**src/rtl/mux_scanner.sv**
```systemverilog
// Round-robin sequencer for a D_COUNT-way mux. It steps addr through the channels,
// waits SETTLE cycles on each one, and emits each captured word as a valid/ready beat tagged with its channel.
module mux_scanner #(
    parameter int D_SIZE  = 2,
    parameter int D_COUNT = 3,
    parameter int A_SIZE  = 2,
    parameter int SETTLE  = 1
) (
    input  logic              clk,
    input  logic              rst,
    input  logic              enable,
    output logic [A_SIZE-1:0] addr,
    input  logic [D_SIZE-1:0] mux_data,
    output logic [D_SIZE-1:0] out_data,
    output logic [A_SIZE-1:0] out_chan,
    output logic              out_valid,
    input  logic              out_ready,
    output logic              frame_done
);

    generate
        if (D_COUNT < 1 || D_COUNT > (1 << A_SIZE) || SETTLE < 0) begin : g_bad_params
            $error("mux_scanner: need 1 <= D_COUNT <= 2**A_SIZE and SETTLE >= 0");
        end
    endgenerate

    localparam int                CNT_W     = (SETTLE > 0) ? $clog2(SETTLE + 1) : 1;
    localparam logic [CNT_W-1:0]  CNT_LOAD  = CNT_W'(SETTLE);
    localparam logic [A_SIZE-1:0] LAST_CHAN = A_SIZE'(D_COUNT - 1);

    typedef enum logic [1:0] {
        ST_IDLE,
        ST_WAIT,
        ST_HOLD
    } state_t;

    state_t              state_q, state_d;
    logic [A_SIZE-1:0]   addr_q, addr_d;
    logic [CNT_W-1:0]    cnt_q, cnt_d;
    logic [D_SIZE-1:0]   out_data_q, out_data_d;
    logic [A_SIZE-1:0]   out_chan_q, out_chan_d;
    logic                out_valid_q, out_valid_d;
    logic                frame_done_q, frame_done_d;
    logic                accept;

    assign accept = out_valid_q && out_ready;

    // NOTE: sequential state uses non-blocking assignments so every flop samples pre-edge values.
    always_ff @(posedge clk) begin
        if (rst) begin
            state_q      <= ST_IDLE;
            addr_q       <= '0;
            cnt_q        <= '0;
            out_data_q   <= '0;
            out_chan_q   <= '0;
            out_valid_q  <= 1'b0;
            frame_done_q <= 1'b0;
        end else begin
            state_q      <= state_d;
            addr_q       <= addr_d;
            cnt_q        <= cnt_d;
            out_data_q   <= out_data_d;
            out_chan_q   <= out_chan_d;
            out_valid_q  <= out_valid_d;
            frame_done_q <= frame_done_d;
        end
    end

    // NOTE: default every always_comb output first so no path can infer a latch.
    always_comb begin
        state_d = state_q;
        unique case (state_q)
            ST_IDLE: if (enable)       state_d = ST_WAIT;
            ST_WAIT: if (cnt_q == '0)  state_d = ST_HOLD;
            ST_HOLD: if (accept)       state_d = enable ? ST_WAIT : ST_IDLE;
            default:                   state_d = ST_IDLE;
        endcase
    end

    always_comb begin
        addr_d       = addr_q;
        cnt_d        = cnt_q;
        out_data_d   = out_data_q;
        out_chan_d   = out_chan_q;
        out_valid_d  = out_valid_q;
        frame_done_d = 1'b0;
        unique case (state_q)
            ST_IDLE: begin
                addr_d = '0;
                if (enable) cnt_d = CNT_LOAD;
            end
            ST_WAIT: begin
                if (cnt_q != '0) begin
                    cnt_d = cnt_q - 1'b1;
                end else begin
                    out_data_d  = mux_data;
                    out_chan_d  = addr_q;
                    out_valid_d = 1'b1;
                end
            end
            ST_HOLD: begin
                if (accept) begin
                    out_valid_d  = 1'b0;
                    frame_done_d = (addr_q == LAST_CHAN);
                    // Leaving the sweep (enable low) returns addr to 0 so the next sweep starts at channel 0.
                    if (addr_q == LAST_CHAN || !enable) addr_d = '0;
                    else                                addr_d = addr_q + 1'b1;
                    if (enable) cnt_d = CNT_LOAD;
                end
            end
            default: addr_d = '0;
        endcase
    end

    assign addr       = addr_q;
    assign out_data   = out_data_q;
    assign out_chan   = out_chan_q;
    assign out_valid  = out_valid_q;
    assign frame_done = frame_done_q;

endmodule

```
**config.mk**
```make
export PLATFORM = sky130hd
export DESIGN_NAME = mux_scanner
export DESIGN_NICKNAME = d
export VERILOG_FILES = /design/src/rtl/mux_scanner.sv
export SDC_FILE = /design/constraint.sdc
export NUM_CORES = 1
export LEC_CHECK = 0
export BUFFER_PORTS_ARGS = -buffer_cell sky130_fd_sc_hd__buf_2
export CAP_MARGIN = 20
export CORE_AREA = 2 2 39 41
export DETAILED_ROUTE_END_ITERATION = 12
export DIE_AREA = 0 0 41 43
export GPL_ROUTABILITY_DRIVEN = 0
export PLACE_DENSITY = 0.67
export REMOVE_ABC_BUFFERS = 1
export SLEW_MARGIN = 20
export SYNTH_ARGS = -nofsm -noshare
export SYNTH_HDL_FRONTEND = slang
export SYNTH_SLANG_ARGS = --single-unit
export TNS_END_PERCENT = 30
```
**constraint.sdc**
```tcl
create_clock -name clk -period 2.4 [get_ports clk]
set_input_delay 0.48 -clock clk [delete_from_list [all_inputs] [get_ports clk]]
set_output_delay 0.48 -clock clk [all_outputs]
set_load 0.02 [all_outputs]
```
==> key figures <==
Critical path
  – CP bufs+invs: 1
  – Startpoint types: flop
  – Required @ worst endpoint: 2580 ps
  – CP cell instances: inv_1 -> ha_1 -> nand4bb_1 -> or4_1 -> o31ai_1
  – R2R Path Start: addr[0]
  – CP top delay family: simple AND/OR/NAND/NOR gates
  – Worst Setup End Kind: flop
  – Slowest cell on crit path: or4_1
  – Number of cells on the worst reg-to-reg path: 5
  – Worst path arrival time: 1610 ps
  – R2R Setup Slk: 970 ps
  – Critical path class: flop to flop
  – Worst flop-to-flop path endpoint: addr[0]
  – CP max stage delay: 410 ps
  – Worst-path maximum fanout: 4

Final layout
  – Layout cells sized above 1: 0.333
  – Final #Nets: 74
  – Area growth syn-to-layout: 18.9%
  – # fillers: 134
  – Final cell count without fillers: 82
  – Ant. Diodes: 0

Place
  – Number of I/O port buffers: 13
  – Dpl hpwl: 655 um
  – Placed Instances: 78

Logic synthesis
  – Top post-synthesis cells by area: dfxtp_1, mux2i_1, nor2_1, a21oi_1, nor3b_4
  – Adder-Cell Fraction of Synth Area: 0.0249
  – XOR/XNOR Fraction of Synth Area: 0
  – Primary FF master, synth: dfxtp_1
  – Mapped Area: 503 um^2
  – Post-synth ARST share: 0
  – Synth Area in Compound Gates: 0.134
  – Mapped Cells: 51
  – Mux cell area share after synthesis: 0.122
  – Yosys warns: 0
  – Seq/Total Area, Yosys: 0.438
  – Yosys cell types: 23
  – Most area-hungry cell type in the Yosys netlist: dfxtp_1
  – Syn avg cell area: 9.86 um^2
  – #FFs+latches synth: 11
  – Top-count cell post-synth: dfxtp_1
  – Post-synth top cells: dfxtp_1, nor2_1, mux2i_1
  – Largest family of logic cells by synthesized area: simple AND/OR/NAND/NOR gates
  – EDFF count, synth: 0
  – Simple-gate share of the synthesized area: 0.226
  – Post-synth top area share: 0.438

Drt
  – Drt total wl: 906 um
  – DR vias/cell: 4.76
  – DRC viols: 0
  – First drt pass iteration count: 4
  – Via count: 390
  – WL/cell: 11.0 um
  – Post-DRT Antenna Nets: 0
  – DR iter-0 viols: 3

Floorplanning
  – Die Area: 0.00176 mm^2
  – Die height: 43 um
  – Initial core utilization: 0.363
  – Die X: 41 um
  – Core area: 0.00138 mm^2
  – Top Ports: 14
  – Num rows: 14

Timing
  – Fmax: 698 MHz
  – Final period util: 0.597
  – Worst-margin pin slew: 368 ps
  – Clock Skew: 3.57 ps
  – RSZ-0062 raised after global routing: false
  – Pins Over Slew Limit: 0
  – Final min period: 1430 ps
  – Max_slew headroom: 0.755
  – Setup violations, final: 0
  – Endpoints failing hold: 0
  – Fin Setup TNS: 0 ps

Clock tree
  – H-tree level count: 1
  – Root Buffer Master: clkbuf_4
  – CTS tree: yes
  – Clock Latency Late Sink: 270 ps
  – Clock Path Buffers: 2
  – # hold bufs at CTS: 0
  – CTS resizes: 0
  – Setup bufs post-CTS: 0
  – Total CTS buffers: 3
  – Clock Pin Slew Worst Setup and Hold Paths: 70 ps
  – Sink Count: 11

Global route
  – GR Overflow Total: 0
  – Largest net degree at the start of global routing: 14
  – Vias in the first global route: 327
  – Total track usage: 0.139
  – Initial antenna violation count: 0
  – First-pass GRT wire length: 1500 um

Min path
  – Endpoint, Worst Hold: out_data[0]
  – Hold Path Origin: mux_data[0]
  – HP Class: input port to flop
  – Hold path depth: 3

Status
  – Status: finished, final reports clean

Pwr
  – Reported leakage power: 0.000258 uW
  – VDD IR-drop max: 0.000335 V
  – Power per cell area: 665 mW/mm^2

Job
  – Max-capacitance violation count: 0
==> layout by cell type, fill, tap and decap left out, types with 2 or more instances in the layout <==
master and count:
clkbuf_4 3, a21oi_1 4, buf_2 13, nor2b_1 2, nor2_1 7, mux2i_1 5
nand2_1 2, and2b_2 2, dfxtp_1 11, inv_1 3
==> stage by stage <==
stage / utilization / cell area, um^2 / setup WS, ps / hold WS, ps / power (uW)
final: 0.432 / 598 / 968 / 438 / 398
after global routing: 0.432 / 598 / 909 / 446 / 421
after CTS: 0.432 / 598 / 978 / 436 / 405
after detailed placement: 0.413 / 572 / 992 / 483 / 275
after global placement: 0.413 / 572 / 1000 / 469 / 274
after floorplan: - / 487 / 937 / 549 / 255
==> worst max path at each step <==
stage                     depth (start not counted)       to  slack, ps      start
after floorplan                                   5  addr[0]        940    addr[0]
after global placement                            4  addr[1]       1000  out_ready
after detailed placement                          4  addr[1]        990  out_ready
after CTS                                         5  addr[0]        980    addr[0]
after global routing                              5  addr[0]        910    addr[0]
final                                             5  addr[0]        970    addr[0]
==> routing by layer <==
layer	global-route usage	up-vias	routed length, um
li1	-	210	-
met1	0.179	168	461
met2	0.156	8	360
met3	0.0942	4	56
met4	0.100	0	28
met5	0	-	0
==> tightest hold or removal path: cells and delay by family <==
kind / cells / cell delay (ps)
AND/OR/NAND/NOR: 1 / 70
buffers and inverters: 1 / 80
multiplexers: 1 / 50
==> power breakdown <==
part	internal [uW]	total [uW]	leakage (uW)	switching (uW)
Combinational	31.3	63.1	0.000154	31.9
Sequential	193	207	0.0000896	14.3
Clock	64.5	127	0.0000150	62.7
==> registers in the layout, summed over array words and instances (netlist names) <==
signal / flops
cnt_q: 1
frame_done: 1
out_data: 2
state_q: 2
addr: 2
out_valid: 1
out_chan: 2
==> final cells by class <==
cell class / count / area, um^2 / area share
inverter: 3 / 11.3 / 0.0188
timing repair buffer: 13 / 65.1 / 0.109
sequential: 11 / 220 / 0.368
clock buffer: 4 / 26.3 / 0.0439
multi-input combinational: 35 / 255 / 0.427
tap: 16 / 20.0 / 0.0335
==> logic make-up (layout without fill, tap and decap cells) <==
kind of cell | count (synthesis) | after routing
simple gates | 18 | 18
flops | 11 | 11
compound gates | 10 | 10
mux | 6 | 6
buf+inv | 5 | 20
fa+ha+maj | 1 | 1
Note: power is estimated with default switching activity, not from simulation.
